`src/rtl/imuldiv_div_issuer_pkg.sv`:
```
// Shared imuldiv message header: divide-request function codes, the
// pipeline op_kind encodings that map onto them, and the issuer FSM states.
package imuldiv_div_issuer_pkg;

    // DivReqMsg function field
    localparam logic FUNC_SIGNED   = 1'b0;
    localparam logic FUNC_UNSIGNED = 1'b1;

    // Pipeline op_kind encodings.
    // Bit 0 selects unsigned and lines up with the DivReqMsg function field.
    // Bit 1 selects the remainder half of the response.
    typedef enum logic [1:0] {
        OP_DIV  = 2'b00,
        OP_DIVU = 2'b01,
        OP_REM  = 2'b10,
        OP_REMU = 2'b11
    } op_kind_e;

    typedef enum logic [1:0] {
        ST_IDLE  = 2'b00,
        ST_ISSUE = 2'b01,
        ST_WAIT  = 2'b10,
        ST_WB    = 2'b11
    } issuer_state_e;

    // A divide by zero writes back an all-ones quotient.
    localparam logic [31:0] DIV_BY_ZERO_QUOT = 32'hFFFF_FFFF;

    function automatic logic kind_is_rem(input logic [1:0] kind);
        return kind[1];
    endfunction

    function automatic logic kind_to_fn(input logic [1:0] kind);
        return kind[0] ? FUNC_UNSIGNED : FUNC_SIGNED;
    endfunction

endpackage

```
`src/rtl/imuldiv_div_issuer_ctrl.sv`:
```
// Sequencing FSM for the divide issuer. It owns the handshake valid/ready
// flags and emits the load, select and counter enables for the datapath.
//
//   state | meaning
//   IDLE  | ready for a new operation from the pipeline
//   ISSUE | divide request presented, waiting for divreq_rdy
//   WAIT  | request taken, waiting for the divide response
//   WB    | writeback presented, waiting for wb_rdy
module imuldiv_DivIssuerCtrl
    import imuldiv_div_issuer_pkg::*;
(
    input  logic clk,
    input  logic reset,
    input  logic op_val_i,
    input  logic b_is_zero_i,
    input  logic divreq_rdy_i,
    input  logic divresp_val_i,
    input  logic wb_rdy_i,
    output logic op_rdy_o,
    output logic divreq_val_o,
    output logic divresp_rdy_o,
    output logic wb_val_o,
    output logic op_load_o,
    output logic res_load_o,
    output logic res_sel_bypass_o,
    output logic cnt_clr_o,
    output logic cnt_inc_o
);

    issuer_state_e state_q;
    logic          op_rdy_q;
    logic          divreq_val_q;
    logic          divresp_rdy_q;
    logic          wb_val_q;
    logic          capture;

    // op_rdy_q comes out of reset set, so reset masks it here: the output is
    // low while reset is asserted and high on the first cycle after it.
    assign op_rdy_o      = op_rdy_q & ~reset;
    assign divreq_val_o  = divreq_val_q;
    assign divresp_rdy_o = divresp_rdy_q;
    assign wb_val_o      = wb_val_q;

    assign op_load_o        = (state_q == ST_IDLE) & op_val_i & op_rdy_o;
    assign capture          = (state_q == ST_WAIT) & divresp_val_i;
    assign res_load_o       = (op_load_o & b_is_zero_i) | capture;
    assign res_sel_bypass_o = op_load_o;
    assign cnt_clr_o        = op_load_o;
    assign cnt_inc_o        = (state_q == ST_ISSUE) | (state_q == ST_WAIT);

    // State register with the handshake flags registered alongside it.
    always_ff @(posedge clk) begin
        if (reset) begin
            state_q       <= ST_IDLE;
            op_rdy_q      <= 1'b1;
            divreq_val_q  <= 1'b0;
            divresp_rdy_q <= 1'b0;
            wb_val_q      <= 1'b0;
        end else begin
            case (state_q)
                ST_IDLE: begin
                    if (op_load_o) begin
                        op_rdy_q <= 1'b0;
                        if (b_is_zero_i) begin
                            state_q  <= ST_WB;
                            wb_val_q <= 1'b1;
                        end else begin
                            state_q      <= ST_ISSUE;
                            divreq_val_q <= 1'b1;
                        end
                    end
                end
                ST_ISSUE: begin
                    if (divreq_rdy_i) begin
                        state_q       <= ST_WAIT;
                        divreq_val_q  <= 1'b0;
                        divresp_rdy_q <= 1'b1;
                    end
                end
                ST_WAIT: begin
                    if (divresp_val_i) begin
                        state_q       <= ST_WB;
                        divresp_rdy_q <= 1'b0;
                        wb_val_q      <= 1'b1;
                    end
                end
                ST_WB: begin
                    if (wb_rdy_i) begin
                        state_q  <= ST_IDLE;
                        wb_val_q <= 1'b0;
                        op_rdy_q <= 1'b1;
                    end
                end
                default: begin
                    state_q       <= ST_IDLE;
                    op_rdy_q      <= 1'b1;
                    divreq_val_q  <= 1'b0;
                    divresp_rdy_q <= 1'b0;
                    wb_val_q      <= 1'b0;
                end
            endcase
        end
    end

endmodule

```
`src/rtl/imuldiv_div_issuer.sv`:
```
// Requester-side front end for the iterative divider. It holds one divide or
// remainder op, issues it over divreq, picks the requested half of the
// response, and returns it with its tag and a saturating issue-to-capture
// cycle count.
module imuldiv_div_issuer
    import imuldiv_div_issuer_pkg::*;
#(
    parameter int TAG_W = 5,
    parameter int CNT_W = 8
) (
    input  logic             clk,
    input  logic             reset,
    input  logic             op_val,
    output logic             op_rdy,
    input  logic [1:0]       op_kind,
    input  logic [31:0]      op_a,
    input  logic [31:0]      op_b,
    input  logic [TAG_W-1:0] op_tag,
    output logic             divreq_val,
    input  logic             divreq_rdy,
    output logic             divreq_msg_fn,
    output logic [31:0]      divreq_msg_a,
    output logic [31:0]      divreq_msg_b,
    input  logic             divresp_val,
    output logic             divresp_rdy,
    input  logic [63:0]      divresp_msg_result,
    output logic             wb_val,
    input  logic             wb_rdy,
    output logic [31:0]      wb_data,
    output logic [TAG_W-1:0] wb_tag,
    output logic [CNT_W-1:0] wb_cycles
);

    localparam logic [CNT_W-1:0] CNT_MAX = {CNT_W{1'b1}};

    logic [1:0]       kind_q, kind_d;
    logic [31:0]      a_q, a_d;
    logic [31:0]      b_q, b_d;
    logic [TAG_W-1:0] tag_q, tag_d;
    logic [31:0]      wb_data_q, wb_data_d;
    logic [CNT_W-1:0] cnt_q, cnt_d;

    logic        b_is_zero;
    logic        op_load, res_load, res_sel_bypass, cnt_clr, cnt_inc;
    logic [31:0] bypass_data;
    logic [31:0] resp_data;

    // The zero-divisor decision is made on the incoming operand at accept.
    assign b_is_zero   = (op_b == 32'd0);
    assign bypass_data = kind_is_rem(op_kind) ? op_a : DIV_BY_ZERO_QUOT;
    assign resp_data   = kind_is_rem(kind_q) ? divresp_msg_result[63:32]
                                             : divresp_msg_result[31:0];

    imuldiv_DivIssuerCtrl u_ctrl (
        .clk              (clk),
        .reset            (reset),
        .op_val_i         (op_val),
        .b_is_zero_i      (b_is_zero),
        .divreq_rdy_i     (divreq_rdy),
        .divresp_val_i    (divresp_val),
        .wb_rdy_i         (wb_rdy),
        .op_rdy_o         (op_rdy),
        .divreq_val_o     (divreq_val),
        .divresp_rdy_o    (divresp_rdy),
        .wb_val_o         (wb_val),
        .op_load_o        (op_load),
        .res_load_o       (res_load),
        .res_sel_bypass_o (res_sel_bypass),
        .cnt_clr_o        (cnt_clr),
        .cnt_inc_o        (cnt_inc)
    );

    // Next-state for operand, result and latency registers.
    always_comb begin
        kind_d    = kind_q;
        a_d       = a_q;
        b_d       = b_q;
        tag_d     = tag_q;
        wb_data_d = wb_data_q;
        cnt_d     = cnt_q;
        if (op_load) begin
            kind_d = op_kind;
            a_d    = op_a;
            b_d    = op_b;
            tag_d  = op_tag;
        end
        if (res_load) begin
            wb_data_d = res_sel_bypass ? bypass_data : resp_data;
        end
        if (cnt_clr) begin
            cnt_d = '0;
        end else if (cnt_inc && (cnt_q != CNT_MAX)) begin
            cnt_d = cnt_q + CNT_W'(1);
        end
    end

    // Datapath registers, all cleared by reset.
    always_ff @(posedge clk) begin
        if (reset) begin
            kind_q    <= '0;
            a_q       <= '0;
            b_q       <= '0;
            tag_q     <= '0;
            wb_data_q <= '0;
            cnt_q     <= '0;
        end else begin
            kind_q    <= kind_d;
            a_q       <= a_d;
            b_q       <= b_d;
            tag_q     <= tag_d;
            wb_data_q <= wb_data_d;
            cnt_q     <= cnt_d;
        end
    end

    assign divreq_msg_fn = kind_to_fn(kind_q);
    assign divreq_msg_a  = a_q;
    assign divreq_msg_b  = b_q;
    assign wb_data       = wb_data_q;
    assign wb_tag        = tag_q;
    assign wb_cycles     = cnt_q;

endmodule

```
`config.mk`:
```
export PLATFORM = sky130hd
export DESIGN_NAME = imuldiv_div_issuer
export DESIGN_NICKNAME = d
export VERILOG_FILES = /design/src/rtl/imuldiv_div_issuer_pkg.sv /design/src/rtl/imuldiv_div_issuer_ctrl.sv /design/src/rtl/imuldiv_div_issuer.sv
export SDC_FILE = /design/constraint.sdc
export NUM_CORES = 1
export LEC_CHECK = 0
export ABC_AREA = 1
export BUFFER_PORTS_ARGS = -buffer_cell sky130_fd_sc_hd__clkbuf_2
export CORE_MARGIN = 8
export CORE_UTILIZATION = 49
export CTS_CLUSTER_SIZE = 16
export DETAILED_ROUTE_END_ITERATION = 7
export PLACE_DENSITY = 0.95
export SYNTH_ARGS = -nofsm -noshare
export SYNTH_HDL_FRONTEND = slang
export SYNTH_SLANG_ARGS = --single-unit
```
`constraint.sdc`:
```
create_clock -name clk -period 5.02 [get_ports clk]
set_input_delay 1.004 -clock clk [delete_from_list [all_inputs] [get_ports clk]]
set_output_delay 1.004 -clock clk [all_outputs]
set_load 0.01 [all_outputs]
```
# Word-level counts from Yosys, hierarchy flattened
# Cells that the tools add are included.
# totals
reg_bits	117
out_inout_bits	114
mem_bits_rw	0
latch_bits	0
mem_count	0
elab_cells	68
romBits	0
# classes
add_sub_neg	1
reduce_logical	13
n_mux	25
div_mod_pow	0
bitwise	8
mul	0
n_eq_ne	10
magnitude_cmp	0
n_shift	0
# op_table
op	count
$mux 32	3
$logic_not 32->1	1
$mux 1	12
$mux 2	5
$ne 2x2->1 const B	5
$add 8x1->8 const B	1
$ne 8x8->1 const B	1
$pmux 2 s4	1
$reduce_and 4->1	2
$pmux 1 s2	3
$reduce_and 3->1	2
$reduce_bool 2->1	3
$and 1x1->1	5
$reduce_and 5->1	1
$eq 2x2->1 const B	2
$pmux 1 s3	1
$reduce_bool 3->1	1
$eq 2x1->1 const B	1
$logic_not 2->1	1
$ne 2x1->1 const B	1
$or 1x1->1	2
$reduce_or 2->1	1
$logic_and 1x1->1	1
$not 1->1	1

# Longest topological paths before layout
# Gate-level depths: netlist of run 1.
# depth
word_depth	5
ltp_mapped	10
ltp_nobuf	10

# By module
# A second synthesis of run 1 with hierarchy kept.
# hier_totals
cells_unflattened	768
area_unflattened_um2	5321.4
# modules_own_cells
mod	n_inst	cells_each	area_each_um2	seq_area_each_um2
imuldiv_div_issuer	1	696	4868.4	2222.1
imuldiv_DivIssuerCtrl	1	72	452.9	120.1

# Least setup slack after synthesis of run 1
# No wires, ideal clock.
# synth_timing
path_kind	input to output
startpoint	input reset
endpoint	output op_rdy
setup_slack_ns	2.485
t_arrival_ns	1.531
cell_stages	3
path_buffers	2
path_cell_list	buf_6 clkbuf_1 nor2_1
# synth_via
elab_chain_len	2
# synth_lines
item	line_no	source
start: declaration	imuldiv_div_issuer.sv:12	input logic reset,
$not 1->1	imuldiv_div_issuer_ctrl.sv:39	assign op_rdy_o = op_rdy_q & ~reset;
$and 1x1->1	imuldiv_div_issuer_ctrl.sv:39	
end: declaration	imuldiv_div_issuer.sv:14	output logic op_rdy,
# Every way passes these cells.

# Final worst setup path of run 1
# layout_timing
startpoint	input reset
endpoint	register wb_data_q[29], in the netlist wb_data[29]
# layout_via
elab_chain_len	5
# layout_lines
item	line_no	source
$not 1->1	imuldiv_div_issuer_ctrl.sv:39	
$and 1x1->1	imuldiv_div_issuer_ctrl.sv:39	
$and 1x1->1	imuldiv_div_issuer_ctrl.sv:44	assign op_load_o = (state_q == ST_IDLE) & op_val_i & op_rdy_o;
$and 1x1->1	imuldiv_div_issuer_ctrl.sv:46	assign res_load_o = (op_load_o & b_is_zero_i) | capture;
$or 1x1->1	imuldiv_div_issuer_ctrl.sv:46	
end signal: assignment	imuldiv_div_issuer.sv:111	wb_data_q <= wb_data_d;
end: declaration	imuldiv_div_issuer.sv:40	logic [31:0] wb_data_q, wb_data_d;
# Several ways; a longest one is shown, not always the timed one.
# A chain may end at the register's enable or synchronous reset.

==> results of run 1 <==
-- state kept, by name (all words and copies together), names as in the netlist --
signal	count
divreq_msg_a	32
divreq_msg_b	32
wb_data	32
wb_cycles	8
wb_tag	5
kind_q	2
u_ctrl.state_q	2
u_ctrl.divreq_val_o	1
u_ctrl.divresp_rdy_o	1
u_ctrl.op_rdy_q	1
u_ctrl.wb_val_o	1
-- worst min-delay path, delay by kind of cell, from the launching register on --
kind            cells  cell delay [ns]
flops               1             0.31
compound gates      1             0.05
buf+inv             1             0.05
-- per-stage QoR --
stage / hold slack, ns / power [mW] / util, % / setup slack, ns / instance area [um^2]
3_5_place_dp: 0.441 / 2.24 / 61.5 / 1.32 / 6300
5_1_grt: 0.485 / 3.84 / 68.3 / 1.54 / 6990
3_3_place_gp: 0.451 / 2.20 / 61.5 / 1.37 / 6300
4_1_cts: 0.461 / 3.66 / 68.3 / 1.87 / 6990
2_1_floorplan: 0.467 / 1.91 / - / 2.49 / 5110
6_report: 0.457 / 3.65 / 68.3 / 1.83 / 6990
-- per-layer routing --
layer  global-route usage [%]  vias to the layer above
met5                        0                        -
met4                     10.6                        0
met3                     7.57                       44
met2                     42.5                      238
met1                     26.0                     2574
li1                         -                     2716
-- placed cells by master (no fill, tap or decap), types with 6 or more instances in the layout --
cell type / synthesis / final
bufinv_16: 0 / 7
nand2_1: 98 / 98
a22o_1: 31 / 31
clkbuf_16: 0 / 16
nor2_1: 143 / 143
dfxtp_1: 117 / 117
clkbuf_2: 0 / 254
inv_1: 21 / 21
o21ai_0: 46 / 46
a21oi_1: 102 / 102
nand3_1: 38 / 38
ha_1: 6 / 6
-- path summary, 6_finish.rpt --
kind / startpoint / end / slack [ns] / depth (start not counted)
setup / recovery: reset / wb_data[29] / 1.83 / 9
hold / removal: u_ctrl.divresp_rdy_o / u_ctrl.divresp_rdy_o / 0.46 / 2
setup reg to reg: u_ctrl.state_q[0] / wb_data[29] / 1.92 / 9
hold reg to reg: u_ctrl.divresp_rdy_o / u_ctrl.divresp_rdy_o / 0.46 / 2
-- logic make-up (layout without fill, tap and decap cells) --
family / after synthesis / count (layout)
compound gates: 186 / 186
xor+xnor: 1 / 1
fa+ha+maj: 6 / 6
buf+inv: 70 / 314
flops: 117 / 117
simple gates: 294 / 294
-- power breakdown --
group	internal [mW]	leakage, nW	switching, mW
logic	0.386	2.05	0.642
clock network	1.01	0.341	0.417
registers	1.10	0.955	0.0987
-- Yosys cell counts --
master and count:
a22o_1 31, nand3_1 38, nand2_4 2, dfxtp_1 117, clkbuf_1 17, nor2_1 143
nor2_8 1, o21ai_1 2, nand4_4 1, inv_4 2, ha_1 6, a31o_2 1
buf_6 10, buf_8 1, a21oi_2 2, buf_2 12, nor2_2 2, nand2_2 1
nor3b_2 1, nor2_4 1, nand2_1 98, xor2_1 1, inv_1 21, o21ai_2 1
nor3b_1 1, or2_2 1, nor3_1 4, o211ai_1 1, buf_4 5, inv_2 2
a21oi_1 102, o21ai_0 46
-- layout make-up --
cell class	instances	area share [%]
clock buffers	22	6.77
inverters	25	1.41
multi-input cells	487	34.1
clock inverters	9	3.15
flip-flops and latches	117	33.5
repair buffers	258	18.6
well taps	136	2.43
==> impl_metrics.yaml, run 1 <==
synth:
  synth_top_family_by_area: "simple AND/OR/NAND/NOR gates"
  ys_types: 32
  yosysWarnings: 0
  ys_ff_latch: 117
  synth-simple-area-share_pct: 24.1
  synth_compound_area_share_pct: 20.8
  netlist_top_cells_area: "dfxtp_1 46%, nor2_1 10%, a21oi_1 10%, nand2_1 7.2%, a22o_1 5.3%"
  synth.net_count: 821
  syn_inst: 674
  synth_fa_ha_area_share_pct: 1.47
  synth_xor_area_share_pct: 0.171
  avgSynthCellArea_um2: 7.59
  synth_top_area_cell: "dfxtp_1"
  synth_top_area_share_pct: 45.8
  syn_area_um2: 5110
  yosysSeqAreaShare_pct: 45.8
  synth.area.mux_share_pct: 0
finish:
  fillCellCount: 878
  synthToLayoutAreaGrowth_pct: 36.7
  regArea_um2: 2340
  nets: 1053
  drive_above_1_share_pct: 33.3
  antenna_cells: 0
  finalNonFillerCells: 1054
  multi_input_area_um2: 2380
run_status:
  status: "finished, final reports clean"
route:
  drt_wl_total_um: 17200
  vias: 5572
  drtPass1Iterations: 5
  drc: 0
  wl_met1_um: 6510
  drt_iter0_drc: 518
  ant_nets: 0
  wl_per_cell_um: 16.3
  top_layer_used: "met4"
  route.met2.wl_um: 8870
  wl_met3_um: 1260
  avgViaCountPerCell: 5.29
power:
  power_density_nw_per_um2: 522
  power.leakage_nw: 3.34
  worst_ir_drop_vdd_uv: 325
worst_hold_path:
  hold_class: "reg2reg"
timing:
  rsz0062_at_grt: "false"
  fmax_mhz: 313
  clock_skew_ns: 0.0110
  worstMarginPinSlew_ns: 1.09
  hold_viol: 0
  finalCritPeriodShare_pct: 63.6
  slew-limit-headroom_pct: 27.5
  slew_violations: 0
  fin_setup_tns_ns: 0
  final.min_clock_period_ns: 3.19
  setup_viol: 0
floorplanning:
  io_pins: 255
  fp-row-count: 37
  core_area_um2: 10200
  initial_core_util_pct: 50.0
  die-width_um: 118
  die_h_um: 118
  die_area_um2: 14000
setup_path:
  cp_cell_sequence: "clkbuf_2, inv_4, nand4_4, inv_4, buf_4, a21oi_1, a21oi_1, nand2_1, a21oi_1"
  crit_family: "buffers and inverters"
  critPathBufInv: 4
  cp_data_required_time_ns: 5.47
  crit_path_end_kind: "flop"
  max_stage_delay_ns: 0.68
  cpMostUsedCell: "a21oi_1"
  crit_slowest_cell: "inv_4"
  critical_path_class: "in2reg"
  arrival_ns: 3.64
  cp_max_fo: 59
  cp-start-kind: "input port"
clock_tree:
  worstSkewPairLatency_ns: 0.52
  root_buffer: "clkbuf_8"
  cts_buffer_depth: 2
  clkTransAtPathRegs_ns: 0.06
  cts.sinks: 117
  numCtsBuffers: 17
  cts_max_level: 4
  cts_hold_buf: 0
  cts_setup_buffers: 0
  ctsResizeCount: 0
  cts_tree: "built"
place:
  gp_congestion: 0.851
  port_buffers: 254
  hpwl_um: 12300
  place_inst: 1023
global_routing:
  grt_max_degree: 60
  overflow: 0
  antenna_found_initial: 0
  first_global_vias: 5476
  grt_pass1_wl_um: 27500
  track_usage_pct: 24.1
job:
  cap_viol_max_count: 0
No activity file was read; power rests on OpenSTA's default activity.
==> run 2: changes to the inputs <==
- CORE_UTILIZATION: 49 -> 46
- PLACE_DENSITY: 0.95 -> 0.9
- clock period: 5.02 -> 3.1 ns (I/O delays scaled with it)
==> run 2 against run 1 <==
Effect of this change: cell area is 0.98% lower; global-route usage is 1.8 points lower; worst setup slack worse by 0.95 ns; combinational power is 62% higher; sequential share of layout area is 0.33 points higher.
==> impl_metrics.yaml, run 2 (synthesis gave the netlist of run 1 again) <==
run_status:
  status: "finished, final reports clean"
finish:
  nets: 1056
  multi_input_area_um2: 2380
  drive_above_1_share_pct: 33.5
  regArea_um2: 2340
  synthToLayoutAreaGrowth_pct: 35.3
  antenna_cells: 0
  final_common_cell: "clkbuf_2"
  fillCellCount: 941
  mostFrequentLayoutCells: "254 x clkbuf_2, 143 x nor2_1, 117 x dfxtp_1, 102 x a21oi_1, 98 x nand2_1"
  postLayoutCellArea_um2: 6920
timing:
  final.min_clock_period_ns: 2.23
  setup_viol: 0
  worstMarginPinSlew_ns: 1.10
  slew-limit-headroom_pct: 26.6
  finalCritPeriodShare_pct: 71.8
  fmax_mhz: 449
  rsz0062_at_grt: "false"
  slew_violations: 0
  hold_viol: 0
  fin_setup_tns_ns: 0
  clock_skew_ns: 0.00523
setup_path:
  cp-startpoint: "u_ctrl.state_q[0]"
  cp_max_fo: 33
  timing.reg2reg.worst_path_depth: 8
  reg2reg_setup_slack_ns: 0.87
  crit_path_end_kind: "flop"
  critPathCapture: "wb_data[10]"
  cp_data_required_time_ns: 3.55
  cp-start-kind: "flop"
  arrival_ns: 2.67
  crit-reg2reg-capture: "wb_data[10]"
  critical_path_class: "reg2reg"
  reg2reg_from: "u_ctrl.state_q[0]"
global_routing:
  grt_max_degree: 46
  overflow: 0
  track_usage_pct: 22.3
  antenna_found_initial: 0
  grt_pass1_wl_um: 26000
  first_global_vias: 5182
floorplanning:
  io_pins: 255
  die_area_um2: 14700
  fp-row-count: 38
  die_h_um: 121
  initial_core_util_pct: 47.2
  core_area_um2: 10800
  die-width_um: 121
clock_tree:
  cts_tree: "built"
  cts_max_level: 4
  numCtsBuffers: 17
  root_buffer: "clkbuf_8"
  cts_buffer_depth: 2
  ctsResizeCount: 0
  clkTransAtPathRegs_ns: 0.05
  cts_setup_buffers: 0
  cts.sinks: 117
  cts_hold_buf: 0
  worstSkewPairLatency_ns: 0.53
route:
  drt_iter0_drc: 526
  vias: 5485
  wl_per_cell_um: 16.1
  drc: 0
  avgViaCountPerCell: 5.16
  drt_wl_total_um: 17000
  ant_nets: 0
  drtPass1Iterations: 5
power:
  power_mw: 5.53
  power.leakage_nw: 3.30
  worst_ir_drop_vdd_uv: 511
  power_density_nw_per_um2: 799
place:
  hpwl_um: 12300
  gp_congestion: 0.826
  port_buffers: 254
  dpl_cell_area_um2: 6320
worst_hold_path:
  hold_class: "in2reg"
job:
  cap_viol_max_count: 0
==> run 2: cell count changes in the layout (fill, tap and decap cells not counted) <==
cell / delta
bufinv_16: -5
clkbuf_1: +1
buf_4: +3
clkbuf_8: +2
clkinvlp_4: +3
==> run 2: layer usage <==
metal  part of all wire [%]  track usage [%]
met2                     50             38.1
met5                      0                0
met3                    8.4             7.45
met1                     38             24.5
met4                    3.2             10.3
==> run 2: area by class of cell <==
| type | instances | share of cell area (%) |
|---|---|---|
| Clock buffer | 25 | 7.29 |
| Clock inverter | 7 | 1.34 |
| Inverter | 25 | 1.43 |
| Multi-Input combinational cell | 487 | 34.4 |
| Sequential cell | 117 | 33.8 |
| Tap cell | 140 | 2.53 |
| Timing Repair Buffer | 261 | 19.1 |
==> run 2: per-stage QoR <==
step,std cells,setup WS [ns],hold slack (ns),utilization (%)
3_3_place_gp,1030,0.715,0.447,58.3
3_5_place_dp,1030,0.624,0.453,58.3
2_1_floorplan,674,1.33,0.467,-
6_report,1062,0.874,0.327,63.8
5_1_grt,1062,0.676,0.302,63.8
4_1_cts,1062,0.867,0.301,63.8
==> run 2: how the worst min path moves through the flow <==
| stage | startpoint | end | slack (ns) | cells past startpoint |
|---|---|---|---|---|
| after floorplan | u_ctrl.divresp_rdy_o | u_ctrl.divresp_rdy_o | 0.47 | 2 |
| after global placement | u_ctrl.divresp_rdy_o | u_ctrl.divresp_rdy_o | 0.45 | 2 |
| after detailed placement | divreq_msg_a[14] | divreq_msg_a[14] | 0.45 | 1 |
| after CTS | op_a[16] | divreq_msg_a[16] | 0.30 | 2 |
| after global routing | op_a[16] | divreq_msg_a[16] | 0.30 | 2 |
| final | op_a[16] | divreq_msg_a[16] | 0.33 | 2 |
==> run 2: worst max-delay path: stages, from the launching register on <==
cell	delay (ns)
dfxtp_1	0.33
inv_1	0.12
ha_1	0.35
nand4_4	0.17
inv_4	0.25
nand2_4	0.27
nand2_4	0.38
nand2_1	0.10
a21oi_1	0.17
==> run 2: report_power, final <==
part           switching, mW  total [mW]  leakage [nW]  internal [mW]
logic                   1.03        1.67          2.06          0.635
clock network          0.662        1.93         0.286           1.27
registers              0.155        1.93         0.955           1.78
==> run 3: changes to the inputs <==
- ABC_AREA: 1 -> 0
- clock period: 3.1 -> 2.2 ns (I/O delays scaled with it)
==> run 3 against run 2 <==
Effect of this change: power grew 18%; sequential cell count unchanged; sequential power grew 31%; clock-buffer cell count decreased by 3; highest routed layer unchanged; largest cell class unchanged; fmax grew 11%; register-to-register slack worse by 0.67 ns; clock power grew 26%; wire length decreased by 3.0%; via count is 4.5% lower; clock skew about the same; core utilization rose by 0.74 points; first-iteration DRC count shrank 20%.
==> impl_metrics.yaml, run 3 <==
clock_tree:
  cts_setup_buffers: 0
  root_buffer: "clkbuf_8"
  cts_tree: "built"
  cts.sinks: 117
  cts_buffer_depth: 2
  cts_hold_buf: 0
  numCtsBuffers: 17
  cts_max_level: 4
  ctsResizeCount: 0
  clkTransAtPathRegs_ns: 0.05
  worstSkewPairLatency_ns: 0.49
timing:
  slew-limit-headroom_pct: 61.5
  hold_viol: 0
  setup_ws_ns: 0.203
  finalCritPeriodShare_pct: 90.8
  slew_violations: 0
  rsz0062_at_grt: "false"
  fmax_mhz: 501
  final.min_clock_period_ns: 2.00
  setup_viol: 0
  worstMarginPinSlew_ns: 0.573
  clock_skew_ns: 0.00481
  holdWs_ns: 0.169
  fin_setup_tns_ns: 0
finish:
  antenna_cells: 0
  final_common_cell: "clkbuf_2"
  drive_above_1_share_pct: 35.7
  finalNonFillerCells: 996
  nets: 990
  synthToLayoutAreaGrowth_pct: 37.4
  mostFrequentLayoutCells: "253 x clkbuf_2, 148 x nand2_1, 116 x dfxtp_1, 75 x a21oi_1, 38 x o21ai_0"
route:
  wl_per_cell_um: 16.6
  drtPass1Iterations: 5
  drc: 0
  drt_iter0_drc: 422
  ant_nets: 0
  drt_wl_total_um: 16500
  avgViaCountPerCell: 5.26
  vias: 5240
synth:
  synth_top_area_share_pct: 46.0
  synth_edf_count: 0
  syn_area_um2: 5100
  ys_ff_latch: 117
  synth-main-ff-cell: "dfxtp_1"
  avgSynthCellArea_um2: 8.45
  ys_types: 44
  synth.cells.most_frequent: "148 x nand2_1, 117 x dfxtp_1, 77 x a21oi_1"
  netlist_top_cells_area: "dfxtp_1 46%, nand2_1 11%, a21oi_1 7.6%, mux2i_1 6.5%, a2bb2oi_1 5.5%"
  syn_inst: 603
  synth.net_count: 750
  yosysSeqAreaShare_pct: 46.0
  synthArstFlopShare_pct: 0
  yosysWarnings: 0
  synth_top_area_cell: "dfxtp_1"
  yosysMostFrequentCell: "nand2_1"
power:
  power_mw: 6.54
  power.leakage_nw: 3.05
  power_density_nw_per_um2: 935
  worst_ir_drop_vdd_uv: 501
setup_path:
  arrival_ns: 2.34
  cp_max_fo: 32
  cp_data_required_time_ns: 2.54
  crit_slowest_cell: "ha_1"
  crit_family: "simple AND/OR/NAND/NOR gates"
  max_stage_delay_ns: 0.45
  cp_cell_sequence: "inv_1, ha_1, and3_2, and3_1, buf_12, o22ai_1"
  critPathBufInv: 2
  critical_path_class: "reg2reg"
  cp-start-kind: "flop"
  crit_path_end_kind: "flop"
global_routing:
  grt_pass1_wl_um: 25500
  first_global_vias: 5101
  antenna_found_initial: 0
  track_usage_pct: 21.6
  overflow: 0
  grt_max_degree: 53
job:
  cap_viol_max_count: 0
floorplanning:
  die_area_um2: 14700
  die_h_um: 121
  fp-row-count: 38
  core_area_um2: 10800
  die-width_um: 121
  io_pins: 255
  initial_core_util_pct: 47.0
place:
  place_ws_ns: 0.249
  gp_congestion: 0.860
  hpwl_um: 12600
  port_buffers: 254
  place_inst: 964
worst_hold_path:
  hold_class: "in2reg"
run_status:
  status: "finished, final reports clean"
run 3: cell count changes after synthesis, moves of 9 or more:
| cell | delta |
|---|---|
| nor2_1 | -132 |
| nand2_1 | +50 |
| mux2i_1 | +33 |
| a2bb2oi_1 | +32 |
| o22ai_1 | +32 |
| nand3_1 | -33 |
| a21oi_1 | -25 |
| inv_1 | -14 |
| buf_6 | -9 |
| a22o_1 | -31 |
run 3: worst paths after layout:
| path | slack (ns) | end | depth (start not counted) | start |
|---|---|---|---|---|
| worst max-delay path | 0.20 | wb_data[3] | 6 | u_ctrl.state_q[0] |
| worst min-delay path | 0.17 | wb_tag[0] | 3 | op_tag[0] |
| worst max register to register | 0.20 | wb_data[3] | 6 | u_ctrl.state_q[0] |
| worst min register to register | 0.45 | divreq_msg_b[19] | 2 | divreq_msg_b[19] |
run 3: worst reg2reg max path, stage by stage, from the launching register on:
cell and delay [ns]:
dfxtp_1 0.34, inv_1 0.11, ha_1 0.45, and3_2 0.35, and3_1 0.24, buf_12 0.20
o22ai_1 0.16
run 3: per-layer routing:
layer,wire length [um],vias to the layer above,track usage [%]
met2,8300,216,38.5
met4,362,0,9.25
met3,1570,21,7.03
met1,6300,2384,22.9
met5,0,-,0
li1,-,2619,-
run 3: per-stage QoR:
step / instance area (um^2) / utilization (%)
after floorplan: 5100 / -
after global placement: 6470 / 59.7
after detailed placement: 6470 / 59.7
after CTS: 7000 / 64.6
after global routing: 7000 / 64.6
final: 7000 / 64.6
run 3: cell families after synthesis:
kind of cell	after synthesis	share of synthesized area (%)
DFF	117	46.0
AOI/OAI and AO/OA	194	23.5
muxes	34	6.70
buffers and inverters	56	5.35
and+or+nand+nor	191	16.1
adders and majority gates	6	1.47
xor gates and xnor gates	5	0.859
run 3: final cells by class:
cell class                      count  area, um^2
Sequential cell                   117        2340
Timing Repair Buffer              270        1440
Clock buffer                       22         443
Fill cell                         935        3840
Clock inverter                     10        82.6
Tap cell                          140         175
Inverter                            7        26.3
Multi-Input combinational cell    430        2490
run 3: power by group:
| group | leakage [nW] | switching [mW] | total [mW] | internal [mW] |
|---|---|---|---|---|
| registers | 0.950 | 0.160 | 2.52 | 2.36 |
| logic | 1.85 | 0.893 | 1.58 | 0.688 |
| clock network | 0.254 | 0.926 | 2.44 | 1.51 |
| total | 3.05 | 1.98 | 6.54 | 4.56 |
